==> src/rtl/dw_prod_sum_div_pkg.sv <==
// Shared types and constant helpers for the sequential product-sum divider.
package dw_prod_sum_div_pkg;

   typedef enum logic [1:0] {
      IDLE = 2'd0,
      CALC = 2'd1,
      FIX  = 2'd2,
      DONE = 2'd3
   } state_t;

   localparam int DEF_A_WIDTH   = 5;
   localparam int DEF_SUM_WIDTH = 11;

   function automatic int cnt_width(input int sum_width);
      return $clog2(sum_width + 1);
   endfunction

   // Divide-by-zero saturation values, truncated to the quotient width by the caller.
   function automatic logic [63:0] sat_max_pos(input int w);
      return (64'd1 << (w - 1)) - 64'd1;
   endfunction

   function automatic logic [63:0] sat_min_neg(input int w);
      return 64'd1 << (w - 1);
   endfunction

endpackage

==> src/rtl/dw_prod_sum_div_step.sv <==
// One radix-2 non-restoring iteration: shift in a dividend bit, add or subtract the divisor.
module dw_prod_sum_div_step
   import dw_prod_sum_div_pkg::*;
#(
   parameter int A_width = DEF_A_WIDTH
) (
   input  logic [A_width:0]   p,
   input  logic [A_width-1:0] a_mag,
   input  logic               in_bit,
   output logic [A_width:0]   p_next,
   output logic               q_bit
);

   logic [A_width:0] p_shift;

   // Wrap-around in A_width+1 bits is harmless: the post-add/sub result always fits.
   always_comb begin
      p_shift = {p[A_width-1:0], in_bit};
      if (p[A_width])
         p_next = p_shift + {1'b0, a_mag};
      else
         p_next = p_shift - {1'b0, a_mag};
      q_bit = ~p_next[A_width];
   end

endmodule

==> src/rtl/dw_prod_sum_div_seq.sv <==
// Sequential divider D = A*Q + R, one quotient bit per clock, start/done handshake.
//   state | meaning
//   IDLE  | waiting for start; operands latched on start
//   CALC  | SUM_width non-restoring iterations, quotient MSB first
//   FIX   | remainder correction, sign application, divide-by-zero saturation
//   DONE  | results to output registers, done pulse
module dw_prod_sum_div_seq
   import dw_prod_sum_div_pkg::*;
#(
   parameter int A_width   = DEF_A_WIDTH,
   parameter int SUM_width = DEF_SUM_WIDTH
) (
   input  logic                 clk,
   input  logic                 rst_n,
   input  logic                 start,
   input  logic                 TC,
   input  logic [SUM_width-1:0] D,
   input  logic [A_width-1:0]   A,
   output logic                 busy,
   output logic                 done,
   output logic [SUM_width-1:0] Q,
   output logic [A_width-1:0]   R,
   output logic                 div_by_0
);

   localparam int CNT_W = cnt_width(SUM_width);
   localparam logic [CNT_W-1:0]     LAST_CNT = CNT_W'(SUM_width - 1);
   localparam logic [SUM_width-1:0] SAT_POS  = SUM_width'(sat_max_pos(SUM_width));
   localparam logic [SUM_width-1:0] SAT_NEG  = SUM_width'(sat_min_neg(SUM_width));

   state_t state, state_nxt;

   logic [CNT_W-1:0]     cnt;
   logic [A_width:0]     p;
   logic [SUM_width-1:0] qd;
   logic [A_width-1:0]   a_mag;
   logic [A_width-1:0]   r_res;
   logic                 tc_q, q_neg, r_neg, dz;

   logic [A_width:0]     p_next;
   logic                 q_bit;
   logic [A_width-1:0]   a_abs, r_mag;
   logic [SUM_width-1:0] d_abs;

   dw_prod_sum_div_step #(.A_width(A_width)) u_step (
      .p      (p),
      .a_mag  (a_mag),
      .in_bit (qd[SUM_width-1]),
      .p_next (p_next),
      .q_bit  (q_bit)
   );

   always_comb begin
      a_abs = (TC && A[A_width-1]) ? -A : A;
      d_abs = (TC && D[SUM_width-1]) ? -D : D;
      r_mag = p[A_width-1:0] + (p[A_width] ? a_mag : '0);
   end

   always_ff @(posedge clk or negedge rst_n) begin
      if (!rst_n)
         state <= IDLE;
      else
         state <= state_nxt;
   end

   always_comb begin
      state_nxt = state;
      case (state)
         IDLE: if (start) state_nxt = CALC;
         CALC: if (cnt == LAST_CNT) state_nxt = FIX;
         FIX:  state_nxt = DONE;
         DONE: state_nxt = IDLE;
         default: state_nxt = IDLE;
      endcase
   end

   always_ff @(posedge clk or negedge rst_n) begin
      if (!rst_n) begin
         cnt      <= '0;
         p        <= '0;
         qd       <= '0;
         a_mag    <= '0;
         r_res    <= '0;
         tc_q     <= 1'b0;
         q_neg    <= 1'b0;
         r_neg    <= 1'b0;
         dz       <= 1'b0;
         busy     <= 1'b0;
         done     <= 1'b0;
         Q        <= '0;
         R        <= '0;
         div_by_0 <= 1'b0;
      end else begin
         busy <= (state_nxt != IDLE);
         done <= 1'b0;
         case (state)
            IDLE: begin
               if (start) begin
                  cnt   <= '0;
                  p     <= '0;
                  qd    <= d_abs;
                  a_mag <= a_abs;
                  tc_q  <= TC;
                  q_neg <= TC & (D[SUM_width-1] ^ A[A_width-1]);
                  r_neg <= TC & D[SUM_width-1];
                  dz    <= (A == '0);
               end
            end
            CALC: begin
               p   <= p_next;
               qd  <= {qd[SUM_width-2:0], q_bit};
               cnt <= cnt + 1'b1;
            end
            FIX: begin
               if (dz) begin
                  r_res <= '0;
                  if (!tc_q)
                     qd <= '1;
                  else
                     qd <= r_neg ? SAT_NEG : SAT_POS;
               end else begin
                  qd    <= q_neg ? -qd : qd;
                  r_res <= r_neg ? -r_mag : r_mag;
               end
            end
            DONE: begin
               Q        <= qd;
               R        <= r_res;
               div_by_0 <= dz;
               done     <= 1'b1;
            end
            default: ;
         endcase
      end
   end

endmodule

==> config.mk <==
export PLATFORM = sky130hd
export DESIGN_NAME = dw_prod_sum_div_seq
export DESIGN_NICKNAME = d
export VERILOG_FILES = /design/src/rtl/dw_prod_sum_div_pkg.sv /design/src/rtl/dw_prod_sum_div_step.sv /design/src/rtl/dw_prod_sum_div_seq.sv
export SDC_FILE = /design/constraint.sdc
export NUM_CORES = 1
export LEC_CHECK = 0
export ABC_AREA = 1
export ABC_CLOCK_PERIOD_IN_PS = 2600
export BUFFER_PORTS_ARGS = -buffer_cell sky130_fd_sc_hd__clkbuf_2
export CAP_MARGIN = 20
export CORE_ASPECT_RATIO = 0.6
export CORE_MARGIN = 8
export CORE_UTILIZATION = 40
export CTS_CLUSTER_SIZE = 20
export DETAILED_ROUTE_END_ITERATION = 10
export GPL_TIMING_DRIVEN = 0
export PLACE_DENSITY = 0.67
export SLEW_MARGIN = 20
export SYNTH_ARGS = -nofsm -noshare
export SYNTH_HDL_FRONTEND = slang
export SYNTH_SLANG_ARGS = --single-unit
==> constraint.sdc <==
create_clock -name clk -period 2.6 [get_ports clk]
set_clock_uncertainty 0.1 [all_clocks]
set_input_delay 0.13 -clock clk [delete_from_list [all_inputs] [get_ports clk]]
set_output_delay 0.13 -clock clk [all_outputs]
set_load 0.05 [all_outputs]
==> results.txt, run 1 <==
Clk_lat worst skew -> 0.30 ns
Type of element capturing the critical path -> flip-flop
CP bufs+invs -> 2
Leakage power total -> 0.00218 uW
Share of the synthesized area in the top cell type -> 0.386
Number of storage elements in the synthesis netlist -> 56
Top_reg_cell synth -> sky130_fd_sc_hd__dfrtp_1
Amount of wire on met3 after detailed routing -> 653 um
Setup slack of the most critical reg-to-reg path -> 0.24 ns
Library cell with the highest instance count after synthesis -> sky130_fd_sc_hd__nand2_1
I/O pin count -> 39
Post-DP HPWL -> 7.48 mm
Detailed-routed wire length on met2 -> 3.50 mm
Largest fanout of any net on the critical path -> 4
Layout Nets -> 584
Die Footprint -> 12500 um2
Logic pwr share -> 0.603
Worst Hold Endpoint -> tc_q$_DFFE_PN0P_
Maximum VDD drop -> 0.407 mV
Worst hold path depth -> 3
Fraction of final layout cells sized beyond drive strength 1 -> 0.122
Inserted Diodes -> 0
Final critical-path setup slack -> 0.242 ns
Cell area after synthesis -> 3630 um2
Switching Fraction -> 0.520
Number of cells traversed by the worst register-to-register path -> 15
Overall fraction of global-route tracks in use -> 0.159
Largest stage delay, worst path -> 0.41 ns
Worst hold slack across all endpoints -> 0.0108 ns
Placement row count -> 27
Pwr dens -> 1470 nW/um2
Global-route wire length before repair -> 16.5 mm
Worst min-delay path category -> input port to flip-flop
Net Switching -> 3150 uW
Clock Power Share -> 0.117
Period Utilization, post-route -> 0.907
Internal Dissipation -> 2900 uW
Clock root buffer master -> sky130_fd_sc_hd__clkbuf_16
Utilization after layout -> 0.459
Top layer in use -> met4
Worst-case headroom to the max-slew limit -> 0.476
Number of buffers added by the clock tree synthesis step -> 5
Cell type contributing the most total cell area after synthesis -> sky130_fd_sc_hd__dfrtp_1
FFs w/ async S/R, synth -> 1.00
Post-placement worst setup slack -> 0.263 ns
Launch instance of the worst min-delay path -> TC
Via count of the first global-routing pass -> 3249
DR WL/cell -> 14.5 um
DRC Markers -> 0
Core region area -> 8990 um2
Highest clock frequency the design can meet -> 424 MHz
Total number of vias -> 3412
Max clock buf depth -> 2
Yosys synthesis warning count -> 0
Vertical die dimension -> 89.8 um
Cell count after synthesis -> 495
Required time worst endpoint -> 2.69 ns
Setup repair after global routing missed its margin -> no
Count of clock tree sinks -> 56
Cell type with the highest occurrence count on the critical path -> sky130_fd_sc_hd__nand2_1
Effective utilization at floorplan -> 0.404
Worst-path clk slew -> 0.07 ns
Max-slew violation count -> 0
Count of H-tree levels built during CTS -> 2
Max Cap Violations -> 0
Number of antenna violations at the first check in global routing -> 0
Number of gates given a new drive strength after cts -> 0
Maximum number of pins on one net before global-route repair -> 57
Commonest cells in the synthesized netlist -> 145 x sky130_fd_sc_hd__nand2_1, 63 x sky130_fd_sc_hd__inv_1, 56 x sky130_fd_sc_hd__dfrtp_1, 48 x sky130_fd_sc_hd__o21ai_0, 40 x sky130_fd_sc_hd__nor2_1
Syn-to-layout area delta -> 13.7%
Distinct cells, synth -> 36
Final setup violation count -> 0
X dimension of the die -> 139 um
Critical Setup Path Class -> flip-flop to flip-flop
Met1 routed wirelength after detailed routing -> 5.27 mm
Cells traversed along the worst timing path -> inv_1, ha_1, xor2_1, o21ai_0, ha_1, a21oi_1, nand2_1, nand2_1, nand2_1, inv_1, nand2_1, nand3_1, nand2_1, nand2_1, nand2_1
Overall Power -> 6060 uW
Antenna-violating nets left -> 0
Critical path data arrival time -> 2.45 ns
Reg2Reg Capture Point -> qd[0]$_DFFE_PN0P_
Post-synth net total -> 538
Outcome -> complete, no violations
Transition time of the tightest slew-check pin -> 0.785 ns
Detailed Route Iter0 Violations -> 254
Ranking of synthesized cells by area -> sky130_fd_sc_hd__dfrtp_1 39%, sky130_fd_sc_hd__nand2_1 15%, sky130_fd_sc_hd__ha_1 7.2%
Weighted congestion at the end of routability-driven global placement -> 0.941
Share of synthesized area occupied by flip-flops and latches -> 0.386
Post-Syn Area per Cell -> 7.33 um2
Total wire length after detailed routing -> 9.56 mm
Total negative slack -> 0 ns
Share of total power in sequential cells -> 0.279
Hold violation total from the final report -> 0
Quantity of I/O buffers inserted on ports -> 38
TritonCTS clock tree -> yes
Detail-routed via count per cell -> 5.19
Slowest stage cell, crit path -> sky130_fd_sc_hd__dfrtp_1
Post-layout minimum cycle time -> 2.36 ns
Startpoint kind of the worst setup timing path -> flip-flop
Startpoint of the lowest-slack register-to-register path -> a_mag[0]$_DFFE_PN0P_
Top delay family on crit path -> adder cells
EDFF count, synth -> 0
Pre-antenna DRT Iters -> 4
GRT overflow -> 0
[through the flow]
| step | cell area (um2) | instances |
|---|---|---|
| 3_5_place_dp | 3970 | 649 |
| 3_3_place_gp | 3970 | 649 |
| 2_1_floorplan | 3630 | 495 |
| 4_1_cts | 4130 | 658 |
| 6_report | 4130 | 658 |
| 5_1_grt | 4130 | 658 |
[worst register-to-register path, cell delays in order, from the launching register on]
cell	delay [ns]
sky130_fd_sc_hd__dfrtp_1	0.41
sky130_fd_sc_hd__inv_1	0.10
sky130_fd_sc_hd__ha_1	0.22
sky130_fd_sc_hd__xor2_1	0.14
sky130_fd_sc_hd__o21ai_0	0.22
sky130_fd_sc_hd__ha_1	0.32
sky130_fd_sc_hd__a21oi_1	0.16
sky130_fd_sc_hd__nand2_1	0.10
sky130_fd_sc_hd__nand2_1	0.07
sky130_fd_sc_hd__nand2_1	0.07
sky130_fd_sc_hd__inv_1	0.06
sky130_fd_sc_hd__nand2_1	0.06
sky130_fd_sc_hd__nand3_1	0.08
sky130_fd_sc_hd__nand2_1	0.05
sky130_fd_sc_hd__nand2_1	0.06
sky130_fd_sc_hd__nand2_1	0.04
[power groups by stage]
stage          clock, uW  combinational [uW]  sequential (uW)
6_report             710                3650             1690
5_1_grt              752                4150             1740
4_1_cts              713                3650             1680
3_5_place_dp           0                3620             1700
3_3_place_gp           0                3500             1680
2_1_floorplan          0                2390             2000
[kinds of logic after synthesis]
logic type	count (synthesis)	share of synthesized area
adders and majority gates	23	0.0834
xor gates and xnor gates	15	0.0362
buffers and inverters	79	0.0879
DFF	56	0.386
AOI/OAI and AO/OA	94	0.145
and+or+nand+nor	228	0.261
[worst max path at each step]
| stage | from | endpoint | slack, ns | depth (start not counted) |
|---|---|---|---|---|
| finish | a_mag[0]$_DFFE_PN0P_ | qd[0]$_DFFE_PN0P_ | 0.24 | 15 |
| floorplan | p[5]$_DFFE_PN0P_ | r_res[2]$_DFFE_PN0P_ | 0.51 | 10 |
| global placement | a_mag[0]$_DFFE_PN0P_ | qd[0]$_DFFE_PN0P_ | 0.32 | 15 |
| global route | a_mag[0]$_DFFE_PN0P_ | qd[0]$_DFFE_PN0P_ | 0.06 | 15 |
| detailed placement | a_mag[0]$_DFFE_PN0P_ | qd[0]$_DFFE_PN0P_ | 0.26 | 15 |
| CTS | a_mag[0]$_DFFE_PN0P_ | qd[0]$_DFFE_PN0P_ | 0.25 | 15 |
[cell usage in the layout, fill, tap and decap left out, types with 2 or more instances in the layout]
master / instances
sky130_fd_sc_hd__a31oi_1: 2
sky130_fd_sc_hd__o21ai_0: 48
sky130_fd_sc_hd__inv_2: 2
sky130_fd_sc_hd__clkbuf_2: 37
sky130_fd_sc_hd__o22ai_1: 5
sky130_fd_sc_hd__clkbuf_16: 5
sky130_fd_sc_hd__dfrtp_1: 56
sky130_fd_sc_hd__inv_1: 63
sky130_fd_sc_hd__ha_1: 21
sky130_fd_sc_hd__nand4_1: 6
sky130_fd_sc_hd__a21oi_1: 25
sky130_fd_sc_hd__nand3_1: 30
sky130_fd_sc_hd__nor2_1: 40
sky130_fd_sc_hd__a21oi_2: 4
sky130_fd_sc_hd__xor2_1: 9
sky130_fd_sc_hd__clkinv_1: 2
sky130_fd_sc_hd__xnor2_1: 6
sky130_fd_sc_hd__buf_4: 2
sky130_fd_sc_hd__o211ai_1: 3
sky130_fd_sc_hd__nand2_1: 145
sky130_fd_sc_hd__buf_2: 3
sky130_fd_sc_hd__clkbuf_1: 5
sky130_fd_sc_hd__fa_1: 2
sky130_fd_sc_hd__nor2_4: 2
sky130_fd_sc_hd__o21bai_1: 2
[registers in the layout, indices dropped and copies added, names as in the netlist]
name,flops
Q,11
R,5
a_mag,5
busy,1
cnt,4
div_by_0,1
done,1
dz,1
p,6
q_neg,1
qd,11
r_neg,1
r_res,5
state,2
tc_q,1
[area by class of cell]
cell class,count,area (um2)
Buffer,10,56.3
Clock buffer,7,143
Clock inverter,1,7.51
Fill cell,925,4860
Inverter,69,263
Multi-Input combinational cell,360,1910
Sequential cell,56,1400
Tap cell,116,145
Timing Repair Buffer,39,203
[per-layer routing]
layer | global-route usage | vias up
met5 | 0 | -
met4 | 0.0490 | 0
met3 | 0.0380 | 12
met2 | 0.206 | 99
met1 | 0.246 | 1616
li1 | - | 1685
[repair_timing]
action	CTS	global route
buffers inserted	0	0
hold buffers	1	0
endpoints found under the hold margin	56	0
Note: power is estimated with default switching activity, not from simulation.
==> inputs of run 2 (changes only) <==
--- a/config.mk
+++ b/config.mk
@@ -6,16 +6,16 @@
 export NUM_CORES = 1
 export LEC_CHECK = 0
 export ABC_AREA = 1
-export ABC_CLOCK_PERIOD_IN_PS = 2600
+export ABC_CLOCK_PERIOD_IN_PS = 2500
 export BUFFER_PORTS_ARGS = -buffer_cell sky130_fd_sc_hd__clkbuf_2
 export CAP_MARGIN = 20
-export CORE_ASPECT_RATIO = 0.6
 export CORE_MARGIN = 8
 export CORE_UTILIZATION = 40
 export CTS_CLUSTER_SIZE = 20
 export DETAILED_ROUTE_END_ITERATION = 10
 export GPL_TIMING_DRIVEN = 0
 export PLACE_DENSITY = 0.67
+export RECOVER_POWER = 100
 export SLEW_MARGIN = 20
 export SYNTH_ARGS = -nofsm -noshare
 export SYNTH_HDL_FRONTEND = slang
==> constraint.sdc (replaced) <==
create_clock -name clk -period 2.5 [get_ports clk]
set_clock_uncertainty 0.1 [all_clocks]
set_input_delay 0.125 -clock clk [delete_from_list [all_inputs] [get_ports clk]]
set_output_delay 0.125 -clock clk [all_outputs]
set_load 0.05 [all_outputs]
==> run 2 against run 1 <==
  * Sequential cell count did not move
  * Final cell count fell by 0.76%
  * Non-clock buffer count rose by 4
  * Sequential power barely moved
  * First-iteration DRC count fell by 39%
  * Die area fell by 0.80%
  * Wire length fell by 13%
  * Hold slack got worse by 0.0054 ns
  * Utilization rose by 0.11 points
  * Maximum frequency rose by 1.2%
  * Design area fell by 2.2%
  * Sequential share of layout area rose by 0.78 points
  * Critical endpoint is now cnt[3]$_DFFE_PN0P_
  * Largest cell class unchanged
==> results.txt, run 2 (same netlist as run 1, synthesis figures left out) <==
Outcome -> complete, no violations
Total negative slack -> 0 ns (unchanged)
Switching Fraction -> 0.526 (+0.00553)
Worst min-delay path category -> input port to flip-flop
Pwr dens -> 1450 nW/um2 (-0.88%)
Global-route wire length before repair -> 14.3 mm (-13%)
Die Footprint -> 12400 um2 (-0.80%)
Placed cell count -> 642 (-1.1%)
Detail-routed via count per cell -> 4.95 (-4.5%)
Setup repair after global routing missed its margin -> no
Syn-to-layout area delta -> 11.2%
Clock Power Share -> 0.083 (-0.034)
Commonest cells after routing, fill and taps aside -> 145 x sky130_fd_sc_hd__nand2_1, 65 x sky130_fd_sc_hd__inv_1, 56 x sky130_fd_sc_hd__dfrtp_1
Internal Dissipation -> 2780 uW (-4.2%)
Antenna-violating nets left -> 0 (unchanged)
Period Utilization, post-route -> 0.932 (+0.0255)
Critical path data arrival time -> 2.47 ns (+0.02 ns)
Pre-antenna DRT Iters -> 4 (unchanged)
Overall Power -> 5870 uW (-3.1%)
DR WL/cell -> 12.7 um (-13%)
Utilization after layout -> 0.460 (+0.00111)
Detailed Route Iter0 Violations -> 154 (-39%)
Overall fraction of global-route tracks in use -> 0.135 (-0.0241)
Type of element capturing the critical path -> flip-flop
Post-DP HPWL -> 6.55 mm (-12%)
Number of antenna violations at the first check in global routing -> 0 (unchanged)
Fillers -> 946 (+2.3%)
DRC Markers -> 0 (unchanged)
Max Cap Violations -> 0 (unchanged)
Core region area -> 8760 um2 (-2.5%)
Layout Nets -> 588 (+0.68%)
Startpoint kind of the worst setup timing path -> flip-flop
Via count of the first global-routing pass -> 3148 (-3.1%)
Maximum VDD drop -> 0.386 mV (-5.2%)
Max clock buf depth -> 2 (unchanged)
X dimension of the die -> 111 um (-20%)
Final setup violation count -> 0 (unchanged)
Count of H-tree levels built during CTS -> 2 (unchanged)
Inserted Diodes -> 0 (unchanged)
Number of buffers added by the clock tree synthesis step -> 5 (unchanged)
Weighted congestion at the end of routability-driven global placement -> 0.890 (-5.5%)
Largest fanout of any net on the critical path -> 10 (+6)
Leakage power total -> 0.00210 uW (-3.8%)
Worst-path clk slew -> 0.10 ns (+0.03 ns)
Max-slew violation count -> 0 (unchanged)
Worst-case headroom to the max-slew limit -> 0.133 (-0.343)
Maximum number of pins on one net before global-route repair -> 54 (-5.3%)
Total wire length after detailed routing -> 8.28 mm (-13%)
Largest registers -> Q x11, qd x11, p x6
Effective utilization at floorplan -> 0.414 (+0.0103)
Clk_lat worst skew -> 0.31 ns (about the same)
Transition time of the tightest slew-check pin -> 1.30 ns (+0.515 ns)
Count of clock tree sinks -> 56 (unchanged)
Hold violation total from the final report -> 0 (unchanged)
Logic pwr share -> 0.626 (+0.023)
GRT overflow -> 0 (unchanged)
Most frequent standard cell in the layout excluding fill and tap cells -> sky130_fd_sc_hd__nand2_1
Quantity of I/O buffers inserted on ports -> 38 (unchanged)
TritonCTS clock tree -> yes
Non-filler cells, final -> 653 (-0.76%)
Highest clock frequency the design can meet -> 429 MHz (+1.2%)
I/O pin count -> 39 (unchanged)
Post-layout minimum cycle time -> 2.33 ns (-0.0268 ns)
Required time worst endpoint -> 2.64 ns (-0.05 ns)
Clock root buffer master -> sky130_fd_sc_hd__clkbuf_8
Share of total power in sequential cells -> 0.292 (+0.013)
Vertical die dimension -> 111 um (+24%)
Critical Setup Path Class -> flip-flop to flip-flop
Placement row count -> 34 (+26%)
Total number of vias -> 3234 (-5.2%)
Net Switching -> 3090 uW (-2.1%)
Fraction of final layout cells sized beyond drive strength 1 -> 0.0789 (-0.0429)
run 2: cell type report:
type / count / area [um2] / area share
Clock buffer: 5 / 68.8 / 0.0171
Inverter: 69 / 260 / 0.0645
Sequential cell: 56 / 1400 / 0.347
Multi-Input combinational cell: 360 / 1900 / 0.470
Buffer: 10 / 51.3 / 0.0127
Timing Repair Buffer: 43 / 208 / 0.0515
Clock inverter: 2 / 12.5 / 0.00310
Tap cell: 108 / 135 / 0.0335
run 2: what timing repair did:
| item | in CTS | in global routing |
|---|---|---|
| endpoints found under the hold margin | 58 | 0 |
| endpoints found under the setup margin | 0 | 2 |
| setup buffers | 0 | 1 |
| gates resized for setup | 0 | 1 |
| hold buffers | 3 | 0 |
run 2: routing by layer:
layer	GRT usage	vias up	routed length [um]
met3	0.0292	6	419
met5	0	-	0
met4	0.0364	0	82
met1	0.187	1463	4310
li1	-	1693	-
met2	0.205	72	3470
run 2: worst paths after layout:
| kind | startpoint | endpoint | slack, ns | cells after the start |
|---|---|---|---|---|
| setup / recovery | state[1]$_DFF_PN0_ | cnt[3]$_DFFE_PN0P_ | 0.17 | 8 |
| hold reg to reg | R[1]$_DFFE_PN0P_ | R[1]$_DFFE_PN0P_ | 0.38 | 2 |
| min in group asynchronous | rst_n | a_mag[2]$_DFFE_PN0P_ | 0.07 | 2 |
| hold / removal | TC | tc_q$_DFFE_PN0P_ | 0.005 | 3 |
| setup reg to reg | state[1]$_DFF_PN0_ | cnt[3]$_DFFE_PN0P_ | 0.17 | 8 |
| max in group asynchronous | rst_n | R[4]$_DFFE_PN0P_ | 0.69 | 3 |
run 2: power by group through the flow:
stage	Sequential, uW	Combinational (uW)	Clock, uW
after detailed placement	1730	3710	0
final	1710	3670	486
after CTS	1720	3730	504
after floorplan	2080	2490	0
after global placement	1720	3600	0
after global routing	1780	4160	525
run 2: metrics by stage:
stage	setup WS (ns)	area [um2]	hold WS, ns
6_report	0.169	4040	0.00542
5_1_grt	0.0111	4040	0.0254
4_1_cts	0.155	4100	0.00324
3_5_place_dp	0.178	3990	-0.130
3_3_place_gp	0.262	3960	0.319
2_1_floorplan	0.412	3630	-0.271
run 2: worst max-delay path, stage by stage, from the launching register on:
cell and delay (ns):
sky130_fd_sc_hd__dfrtp_1 0.43, sky130_fd_sc_hd__inv_1 0.12, sky130_fd_sc_hd__ha_1 0.17, sky130_fd_sc_hd__clkbuf_1 0.39, sky130_fd_sc_hd__inv_1 0.27, sky130_fd_sc_hd__o21ai_2 0.36, sky130_fd_sc_hd__nand4_1 0.15, sky130_fd_sc_hd__xor2_1 0.17
sky130_fd_sc_hd__a21oi_1 0.11
